### src/rtl/pc_pkg.sv
// Shared types for the fetch-stage program-counter sequencer.
package pc_pkg;

    typedef enum logic [2:0] {
        BEQ  = 3'd0,
        BNE  = 3'd1,
        BLEZ = 3'd2,
        BGTZ = 3'd3,
        BLTZ = 3'd4,
        BGEZ = 3'd5
    } branch_op_e;

    typedef enum logic {
        SEQ  = 1'b0,
        SLOT = 1'b1
    } pc_state_e;

endpackage

### src/rtl/branch_cond.sv
// Branch condition evaluation from ALU flags; codes 6 and 7 are never taken.
module branch_cond
    import pc_pkg::*;
(
    input  logic [2:0] branch_op,
    input  logic       zero,
    input  logic       negative,
    output logic       taken
);

    always_comb begin
        taken = 1'b0;
        case (branch_op)
            BEQ:     taken = zero;
            BNE:     taken = ~zero;
            BLEZ:    taken = zero | negative;
            BGTZ:    taken = ~zero & ~negative;
            BLTZ:    taken = negative;
            BGEZ:    taken = ~negative;
            default: taken = 1'b0;
        endcase
    end

endmodule

### src/rtl/pc_sequencer.sv
// Fetch-stage PC sequencer: jumps, conditional branches, JR, optional delay slot,
// exception entry with EPC and eret.
module pc_sequencer
    import pc_pkg::*;
#(
    parameter int unsigned     AW           = 32,
    parameter logic [AW-1:0]   RESET_VECTOR = '0,
    parameter logic [AW-1:0]   EXC_VECTOR   = AW'(32'h0000_0180),
    parameter bit              DELAY_SLOT   = 1'b0
) (
    input  logic          clk,
    input  logic          rst_n,
    input  logic          stall,
    input  logic          branch,
    input  logic [2:0]    branch_op,
    input  logic          zero,
    input  logic          negative,
    input  logic          jump,
    input  logic [25:0]   jea,
    input  logic          jump_register,
    input  logic [AW-1:0] rs_data,
    input  logic [AW-1:0] imm_sign_extend,
    input  logic          exception,
    input  logic          eret,
    output logic [AW-1:0] pc,
    output logic [AW-1:0] epc,
    output logic          redirect,
    output logic          misaligned_fault
);

    pc_state_e     state;
    logic [AW-1:0] target_q;
    logic [AW-1:0] pc4;
    logic [AW-1:0] jaddr;
    logic [AW-1:0] baddr;
    logic [AW-1:0] xfer_target;
    logic          cond_taken;
    logic          br_taken;
    logic          jr_misaligned;
    logic          trap;
    logic          xfer;

    branch_cond u_branch_cond (
        .branch_op (branch_op),
        .zero      (zero),
        .negative  (negative),
        .taken     (cond_taken)
    );

    assign pc4      = pc + AW'(4);
    assign baddr    = pc4 + (imm_sign_extend << 2);
    assign br_taken = branch & cond_taken;

    always_comb begin
        jaddr       = pc4;
        jaddr[27:0] = {jea, 2'b00};
    end

    // A JR arriving in the delay slot is ignored, so it cannot fault either.
    assign jr_misaligned = jump_register & (rs_data[1:0] != 2'b00) & (state == SEQ);
    assign trap          = exception | (~stall & jr_misaligned);
    assign xfer          = jump | br_taken | jump_register;

    always_comb begin
        if (jump)
            xfer_target = jaddr;
        else if (br_taken)
            xfer_target = baddr;
        else
            xfer_target = rs_data;
    end

    always_ff @(posedge clk) begin
        if (!rst_n) begin
            pc               <= RESET_VECTOR;
            epc              <= '0;
            redirect         <= 1'b0;
            misaligned_fault <= 1'b0;
            state            <= SEQ;
            target_q         <= '0;
        end else begin
            misaligned_fault <= 1'b0;
            if (trap) begin
                epc              <= pc;
                pc               <= EXC_VECTOR;
                redirect         <= 1'b1;
                misaligned_fault <= ~exception;
                state            <= SEQ;
                target_q         <= '0;
            end else if (stall) begin
                redirect <= 1'b0;
            end else if (eret) begin
                pc       <= epc;
                redirect <= 1'b1;
                state    <= SEQ;
                target_q <= '0;
            end else if (state == SLOT) begin
                pc       <= target_q;
                redirect <= 1'b1;
                state    <= SEQ;
            end else if (xfer && DELAY_SLOT) begin
                target_q <= xfer_target;
                pc       <= pc4;
                redirect <= 1'b0;
                state    <= SLOT;
            end else if (xfer) begin
                pc       <= xfer_target;
                redirect <= 1'b1;
            end else begin
                pc       <= pc4;
                redirect <= 1'b0;
            end
        end
    end

endmodule
### config.mk
export PLATFORM = sky130hd
export DESIGN_NAME = pc_sequencer
export DESIGN_NICKNAME = d
export VERILOG_FILES = /design/src/rtl/pc_pkg.sv /design/src/rtl/branch_cond.sv /design/src/rtl/pc_sequencer.sv
export SDC_FILE = /design/constraint.sdc
export NUM_CORES = 1
export LEC_CHECK = 0
export CAP_MARGIN = 0
export CORE_MARGIN = 3
export CORE_UTILIZATION = 35
export CTS_CLUSTER_DIAMETER = 100
export DETAILED_ROUTE_END_ITERATION = 6
export GPL_TIMING_DRIVEN = 0
export HOLD_SLACK_MARGIN = 0.12
export SETUP_SLACK_MARGIN = 0.15
export SYNTH_ARGS = -nofsm -noshare
export SYNTH_HDL_FRONTEND = slang
export SYNTH_HIERARCHICAL = 1
export SYNTH_SLANG_ARGS = --single-unit
### constraint.sdc
create_clock -name clk -period 7.02 [get_ports clk]
set_clock_uncertainty 0.05 [all_clocks]
set_input_delay 2.106 -clock clk [delete_from_list [all_inputs] [get_ports clk]]
set_output_delay 2.106 -clock clk [all_outputs]
set_load 0.01 [all_outputs]
; Word level (Yosys, flattened, before mapping)
; Cells that the tools add are included.
[word_totals]
in_bits = 103
output_inout_bits = 66
regBits = 66
wordCells = 41
[classes]
addsub = 2
muxes = 11
eq_ne = 6
reduce_logical = 4
n_bitwise = 13
[ops]
columns = op, count
row1 = $mux 32, 4
row2 = $add 32x3->32 const B, 1
row3 = $add 32x32->32, 1
row4 = $mux 9, 2
row5 = $eq 3x2->1 const B, 2
row6 = $eq 3x3->1 const B, 2
row7 = $pmux 1 s6, 1
row8 = $not 1->1, 5
row9 = $and 1x1->1, 4
row10 = $mux 1, 4
row11 = $or 1x1->1, 4
row12 = $eq 3x1->1 const B, 1
row13 = $logic_not 3->1, 1
row14 = $ne 2x1->1 const B, 1
row15 = $reduce_and 2->1, 1
row16 = $reduce_bool 2->1, 1
row17 = $reduce_or 2->1, 1

; Logic depth before layout (Yosys ltp)
; Gate-level depths: netlist (run 1).
[depth]
depth_word = 10
ltp_mapped = 16
mapped_depth_nobuf = 14

; Modules after synthesis
; The synthesis (run 1) kept the hierarchy.
[modules_own_cells]
columns = mod, seq_area_each_um2, n_inst, area_each_um2, cells_each
row1 = pc_sequencer, 1321.3, 1, 5724.2, 785
row2 = branch_cond, 0.0, 1, 47.5, 7

; Least setup slack after synthesis (run 1)
; Ideal clock, no wire load.
[synth_timing]
path_kind = input -> register
from = in imm_sign_extend[0]
to = reg pc[30]
required_ns = 6.908
n_path_buf = 0
setup_time_ns = 0.062
setup_slack_ns = 2.542
arrival_ns = 4.366
stages = 10
path_cell_list = ha_1 fa_1 a211oi_1 o21ai_0 nand3_1 a21oi_2 a221oi_4 o21ai_2 or4b_1 nand3_1
[synth_between]
elab_chain_len = 5
[synth_rtl]
columns = item, line
row1 = from (decl), pc_sequencer.sv:22  ; input logic [AW-1:0] imm_sign_extend,
row2 = $add 32x32->32, pc_sequencer.sv:51  ; assign baddr = pc4 + (imm_sign_extend << 2);
row3 = $mux 32, pc_sequencer.sv:67  ; else if (br_taken)
row4 = $mux 32, pc_sequencer.sv:65  ; if (jump)
row5 = $mux 32, pc_sequencer.sv:106  ; end else if (xfer) begin
row6 = $mux 32, pc_sequencer.sv:92  ; end else if (eret) begin
row7 = to (signal assigned), pc_sequencer.sv:93  ; pc <= epc;
row8 = to (signal assigned), pc_sequencer.sv:107  ; pc <= xfer_target;
row9 = to (signal assigned), pc_sequencer.sv:110  ; pc <= pc4;
row10 = to (decl), pc_sequencer.sv:25  ; output logic [AW-1:0] pc,
; No other way between the ends.
; A chain may end at the register's enable or synchronous reset.

; Worst setup path in the final report (run 1)
[layout_timing]
from = in imm_sign_extend[0]
to = reg pc[14]
; The elaborated chain is that of the path after synthesis.

==> results.md, run 1 <==
* Syn Area/Cell at 7.29 um2
* # Post-CTS Setup Buffers at 0
* Vias per cell at 5.77
* Mux share of post-synthesis cell area at 1.04%
* Outcome: complete, no violations
* Maximum vdd drop at 0.0000948 V
* CP Buf/Inv Count at 1
* Post-synth top cells: nand2_1, a21oi_1, dfxtp_1, o21ai_0, nor2_1
* Syn nets at 932
* DPL Wire Length at 19,800 um
* Port bufs at 164
* Layout cells sized above 1 at 3.50%
* Post-synth EDFFs at 0
* Final Hold Vio Count at 0
* Post-synth top area share at 22.9%
* Largest net degree at the start of global routing at 15
* Kind of critical path: input port to flop
* Fillers at 1,699
* Ant. Diodes at 0
* P per Cell Area at 146 mW/mm2
* Chip width at 134 um
* Crit-path max FO at 4
* First-pass GRT wire length at 37,600 um
* Pre-Repair DR Iteration Count at 5
* DR vias at 6,854
* Hold Crit Class: flop to flop
* Worst slew pin tran at 0.986 ns
* # clock sinks at 66
* Grt ovf at 0
* # DRC at 0
* Seq cells post-synth at 66
* Post_cts resized at 0
* Final setup violating endpoints at 0
* Post-Syn Area at 0.00577 mm2
* Die Ht at 134 um
* Worst slew margin at 32.6%
* Ports at 169
* Antenna violations before repair at 0
* Synth area leader: dfxtp_1
* CP Cell Sequence: clkdlybuf4s50_1 > ha_1 > fa_1 > a211oi_1 > o21ai_0 > a41oi_1 > o21ai_0 > xnor2_1 > a2111oi_0 > a21oi_1 > a21oi_1
* Final Cycle Share at 75.8%
* Sequential power share at 34.4%
* Leak at 2.99 nW
* RSZ-0062 raised after global routing: false
* Worst EP arrival at 5.55 ns
* Synth unique cells at 66
* Largest family of logic cells by synthesized area: compound AO/OA/AOI/OAI gates
* Switching part of the total power at 33.4%
* Final RePlAce weighted congestion at 0.912
* Iter 0 DRT Violations at 689
* Final std cells w/o fill at 1,188
* Xor/xnor share of the synthesized area at 6.98%
* Seq/Total Area, Yosys at 22.9%
* Worst setup margin at 1.70 ns
* Compound-Gate Fraction of Synth Area at 33.9%
* Worst setup EP type: flop
* Max Fclk at 188 MHz
* Slowest CP cell: a2111oi_0
* Core box area at 0.0160 mm2
* Top cells by area, synth: dfxtp_1, nand2_1, ha_1, a21oi_1, o21ai_0
* Initial core utilization at 36.1%
* Post-layout instance area at 0.00797 mm2
* WL per Instance at 21.0 um
* Ys flop type: dfxtp_1
* Critical path launch point type: input port
* Clock Tree Root: clkbuf_16
* Sw power at 0.389 mW
* Slew Limit Fails at 0
* Clock Path Buffers at 2
* Worst skew pair latency at 0.34 ns
* Min Tclk post-route at 5.32 ns
* Clk slew on worst S/H paths at 0.06 ns
* Inst Count DP at 1,172
* Req. time, crit path at 7.24 ns
* Setup TNS at 0 ns
* DP Area at 0.00768 mm2
* Mapped Cells at 792
* Clk network pwr share at 37.3%
* Routed Antenna Nets at 0
* Number of global-route vias before repair at 6,459
* Worst slack, placed at 1.42 ns
* Hold Buf Count CTS at 0
* Ys Warns at 6
* Simple-gate area share of the yosys netlist at 22.8%
* Die area at 0.0181 mm2
* Most frequent cell after synthesis: nand2_1
* CP max stage delay at 0.89 ns
* # Max-Cap Violations at 0
* Htree depth at 3
* Inserted Clock Buffers at 9
* Post-Route WL at 25,000 um
* FFs w/ async S/R, synth at 0%
* Logic pwr share at 28.2%
* Area share of fa/ha/maj cells after synthesis at 8.15%
* GRT Overall Usage at 26.6%
* CTS tree: built
* Crit-path leading delay family: compound AO/OA/AOI/OAI gates
* Area Overhead vs Synth at 38.0%
* NumNets Final at 1,107
* Std-Cell Rows at 46
* Internal power at 0.776 mW
[flip-flops by register name, indices dropped and copies added (netlist names), named ones only]
| signal | count |
|---|---|
| epc | 32 |
| redirect | 1 |
| pc | 30 |
| misaligned_fault | 1 |
[placed cells by master, fill, tap and decap left out, drive strengths merged, types with 4 or more instances in the layout]
cell             n
ha              36
clkbuf          53
and4             5
o211ai          13
a21o            17
and3            12
a31oi            6
nand3           23
nor2            46
o22ai            9
a21boi          33
inv             21
o21a             6
xor2            16
o31ai            4
o21ai           61
clkdlybuf4s50  164
nor3b            4
xnor2           30
dfxtp           66
nand4           21
o221ai           7
buf              4
and2            10
a221oi           5
nand2          129
a211oi          14
a21oi           76
a2111oi          4
o21bai           4
nor3            12
o211a            5
nand2b           5
mux2i            6
[final cells by class]
type | instances | area, um2 | share of cell area [%]
Buffer | 48 | 184 | 2.31
Clock buffer | 9 | 225 | 2.83
Clock inverter | 7 | 58.8 | 0.738
Inverter | 16 | 60.1 | 0.754
Multi-Input combinational cell | 662 | 4210 | 52.8
Sequential cell | 66 | 1320 | 16.6
Tap cell | 216 | 270 | 3.39
Timing Repair Buffer | 164 | 1640 | 20.6
[tightest hold or removal path: stages (launching register included)]
cell and delay, ns:
dfxtp_1 0.33, nand2_1 0.05, a21boi_0 0.06
[worst paths after layout]
path                                          start                  end  slack [ns]  cells past startpoint
worst max-delay path             imm_sign_extend[0]  pc[14]$_SDFFE_PP0N_        1.70                     11
worst min-delay path            epc[0]$_SDFFE_PN0P_  epc[0]$_SDFFE_PN0P_        0.44                      2
worst max register to register   pc[5]$_SDFFE_PP0N_  pc[29]$_SDFFE_PP0N_        2.49                     14
worst min register to register  epc[0]$_SDFFE_PN0P_  epc[0]$_SDFFE_PN0P_        0.44                      2
[per-layer routing]
metal	global-route usage (%)	vias up	wire, um
met3	3.26	17	1920
li1	-	3281	-
met2	41.4	321	11000
met5	0	-	0
met4	5.03	0	274
met1	39.5	3235	11800
[metrics by stage]
step           util (%)  hold slack, ns  total power, mW
2_1_floorplan         -           0.443            0.577
3_3_place_gp       48.0           0.423            0.730
3_5_place_dp       48.0           0.434            0.730
4_1_cts            49.8           0.443             1.16
5_1_grt            49.8           0.465             1.21
6_report           49.8           0.440             1.17
[power groups by stage]
| stage | clock network (mW) | logic, mW | registers (mW) |
|---|---|---|---|
| detailed placement | 0 | 0.321 | 0.409 |
| CTS | 0.437 | 0.323 | 0.401 |
| floorplan | 0 | 0.169 | 0.408 |
| finish | 0.435 | 0.329 | 0.401 |
| global placement | 0 | 0.322 | 0.409 |
| global route | 0.451 | 0.353 | 0.402 |
[logic make-up (layout without fill, tap and decap cells)]
logic type | Yosys count | count (layout)
compound gates | 291 | 291
fa+ha+maj | 37 | 37
flops | 66 | 66
xor+xnor | 46 | 46
buf+inv | 64 | 244
mux | 6 | 6
simple gates | 282 | 282
No activity file was read; power rests on OpenSTA's default activity.
==> inputs of run 2 (changes only) <==
==> constraint.sdc (replaced) <==
create_clock -name clk -period 5.16 [get_ports clk]
set_clock_uncertainty 0.05 [all_clocks]
set_input_delay 1.548 -clock clk [delete_from_list [all_inputs] [get_ports clk]]
set_output_delay 1.548 -clock clk [all_outputs]
set_load 0.01 [all_outputs]
==> run 2 against run 1 <==
  * Total power increased by 36%
  * Clock power increased by 35%
  * Final area about the same
  * Die area unchanged
  * Clock-buffer cell count unchanged
  * Global-route usage unchanged
  * First-iteration DRC count decreased by 4.2%
  * Largest cell class unchanged
==> results.md, run 2 (same netlist as run 1, synthesis figures left out) <==
* Commonest cells after routing, fill and taps aside: clkdlybuf4s50_1, nand2_1, a21oi_1
* Largest registers: epc x32, pc x30
* Htree depth at 3 (unchanged)
* Internal power at 1.06 mW (+36%)
* R2r setup slk at 0.57 ns (-1.92 ns)
* Antenna violations before repair at 0 (unchanged)
* Switching part of the total power at 33.3% (-0.10 points)
* Core box area at 0.0160 mm2 (unchanged)
* Die area at 0.0181 mm2 (unchanged)
* GRT Overall Usage at 26.6% (unchanged)
* Hold Crit Class: flop to flop
* Max Fclk at 218 MHz
* Clock Path Buffers at 2 (unchanged)
* Min Tclk post-route at 4.59 ns
* Layout Utilization at 49.8% (about the same)
* Commonest non-fill, non-tap cell in the layout: clkdlybuf4s50_1
* Ports at 169 (unchanged)
* NumNets Final at 1,107 (unchanged)
* Crit-path leading delay family: compound AO/OA/AOI/OAI gates
* R2R depth at 14 (unchanged)
* Hold Path Depth at 2 (unchanged)
* Slowest CP cell: a2111oi_0
* Crit-path max FO at 10 (+6)
* Area Overhead vs Synth at 38.1% (about the same)
* Sequential power share at 34.5% (about the same)
* DPL Wire Length at 19,800 um (unchanged)
* Vias per cell at 5.79 (+0.36%)
* # DRC at 0 (unchanged)
* CP Cell Sequence: ha_1 > and2_1 > clkbuf_1 > nand4_1 > nor3_1 > xor2_1 > ha_1 > clkbuf_1 > a2111oi_0 > o211ai_1 > o21ai_0 > o21ai_0 > xnor2_1 > o31ai_1
* Port bufs at 164 (unchanged)
* Inserted Clock Buffers at 9 (unchanged)
* Critical path launch point type: flop
* Req. time, crit path at 5.32 ns (-1.92 ns)
* Kind of critical path: flop to flop
* Outcome: complete, no violations
* RSZ-0062 raised after global routing: false
* # clock sinks at 66 (unchanged)
* DR vias at 6,879 (+0.36%)
* Worst slew margin at 54.4% (+22 points)
* Biggest register: epc
* Reg2reg end: pc[29]$_SDFFE_PP0N_
* # Max-Cap Violations at 0 (unchanged)
* Sw power at 0.527 mW (+35%)
* Chip width at 134 um (unchanged)
* Final Hold Vio Count at 0 (unchanged)
* Die Ht at 134 um (unchanged)
* DP Area at 0.00768 mm2 (unchanged)
* Max FFs per register at 32 (unchanged)
* Leak at 2.99 nW (about the same)
* Final RePlAce weighted congestion at 0.912 (unchanged)
* Pre-Repair DR Iteration Count at 5 (unchanged)
* Worst skew pair latency at 0.34 ns (about the same)
* Setup TNS at 0 ns (unchanged)
* R2r startpoint: pc[2]$_SDFFE_PP0N_
* Final setup violating endpoints at 0 (unchanged)
* Number of global-route vias before repair at 6,459 (unchanged)
* Final Cycle Share at 88.9%
* Routed Antenna Nets at 0 (unchanged)
* Std-Cell Rows at 46 (unchanged)
* Iter 0 DRT Violations at 660 (-4.2%)
* Post-Route WL at 24,900 um (-0.38%)
* # Post-CTS Setup Buffers at 0 (unchanged)
* Worst slew pin tran at 0.667 ns (-0.319 ns)
* Clk slew on worst S/H paths at 0.06 ns (about the same)
* Initial core utilization at 36.1% (unchanged)
* Worst EP arrival at 4.75 ns (-0.80 ns)
* Maximum vdd drop at 0.000129 V (+36%)
* Clk network pwr share at 37.2% (about the same)
* Worst Hold End: epc[0]$_SDFFE_PN0P_
* Logic pwr share at 28.3% (about the same)
* Grt ovf at 0 (unchanged)
* Ant. Diodes at 0 (unchanged)
* CP max stage delay at 0.66 ns (-0.23 ns)
* Clock Tree Root: clkbuf_16
* Hold Crit Start: epc[0]$_SDFFE_PN0P_
* CTS tree: built
* CP Buf/Inv Count at 2 (+1)
* Largest net degree at the start of global routing at 15 (unchanged)
* WL per Instance at 21.0 um (-0.38%)
* Post-layout instance area at 0.00797 mm2 (about the same)
* First-pass GRT wire length at 37,600 um (unchanged)
* WP depth at 14 (+3)
* Slew Limit Fails at 0 (unchanged)
* Worst setup EP type: flop
* P per Cell Area at 199 mW/mm2 (+36%)
* Layout cells sized above 1 at 3.50% (unchanged)
==> run 2: changes by cell type in the layout (fill, tap and decap cells not counted) <==
cell	delta
a2111oi_1	+1
a2111oi_0	-1
==> run 2: what timing repair did <==
item	CTS	global route
hold buffers	0	0
endpoints found under the setup margin	0	1
resized for setup	0	1
==> run 2: area by class of cell <==
type                            count  area, um2
Fill cell                        1699       8030
Clock inverter                      7       58.8
Sequential cell                    66       1320
Inverter                           16       60.1
Multi-Input combinational cell    662       4210
Clock buffer                        9        225
Tap cell                          216        270
Buffer                             48        184
Timing Repair Buffer              164       1640
==> run 2: power by group through the flow <==
stage / combinational (mW) / sequential, mW / clock (mW)
finish: 0.449 / 0.546 / 0.589
floorplan: 0.229 / 0.555 / 0
global route: 0.481 / 0.547 / 0.614
CTS: 0.440 / 0.545 / 0.595
detailed placement: 0.437 / 0.556 / 0
global placement: 0.438 / 0.556 / 0
==> run 2: worst max-delay path by stage <==
stage / endpoint / start / slack [ns]
4_1_cts: pc[14]$_SDFFE_PP0N_ / imm_sign_extend[0] / 0.45
6_report: pc[29]$_SDFFE_PP0N_ / pc[2]$_SDFFE_PP0N_ / 0.57
3_3_place_gp: pc[14]$_SDFFE_PP0N_ / imm_sign_extend[0] / 0.04
3_5_place_dp: pc[14]$_SDFFE_PP0N_ / imm_sign_extend[0] / 0.12
2_1_floorplan: pc[30]$_SDFFE_PP0N_ / imm_sign_extend[0] / 1.24
5_1_grt: pc[14]$_SDFFE_PP0N_ / imm_sign_extend[0] / 0.24
==> run 2: tightest hold or removal path, cell delays in order (launching register included) <==
cell	delay, ns
dfxtp_1	0.33
nand2_1	0.05
a21boi_0	0.06
==> run 2: layer usage <==
layer,track usage (%),vias up,wire length [um]
met5,0,-,0
met4,5.03,0,304
met3,3.26,24,1910
met2,41.4,316,11000
met1,39.5,3259,11700
li1,-,3280,-
==> run 2: per-stage QoR <==
stage | setup WS [ns] | instances | total power, mW | hold slack [ns]
after floorplan | 1.24 | 792 | 0.784 | 0.443
after global placement | 0.0354 | 1172 | 0.994 | 0.423
after detailed placement | 0.119 | 1172 | 0.993 | 0.434
after CTS | 0.453 | 1188 | 1.58 | 0.443
after global routing | 0.241 | 1188 | 1.64 | 0.465
final | 0.573 | 1188 | 1.58 | 0.440
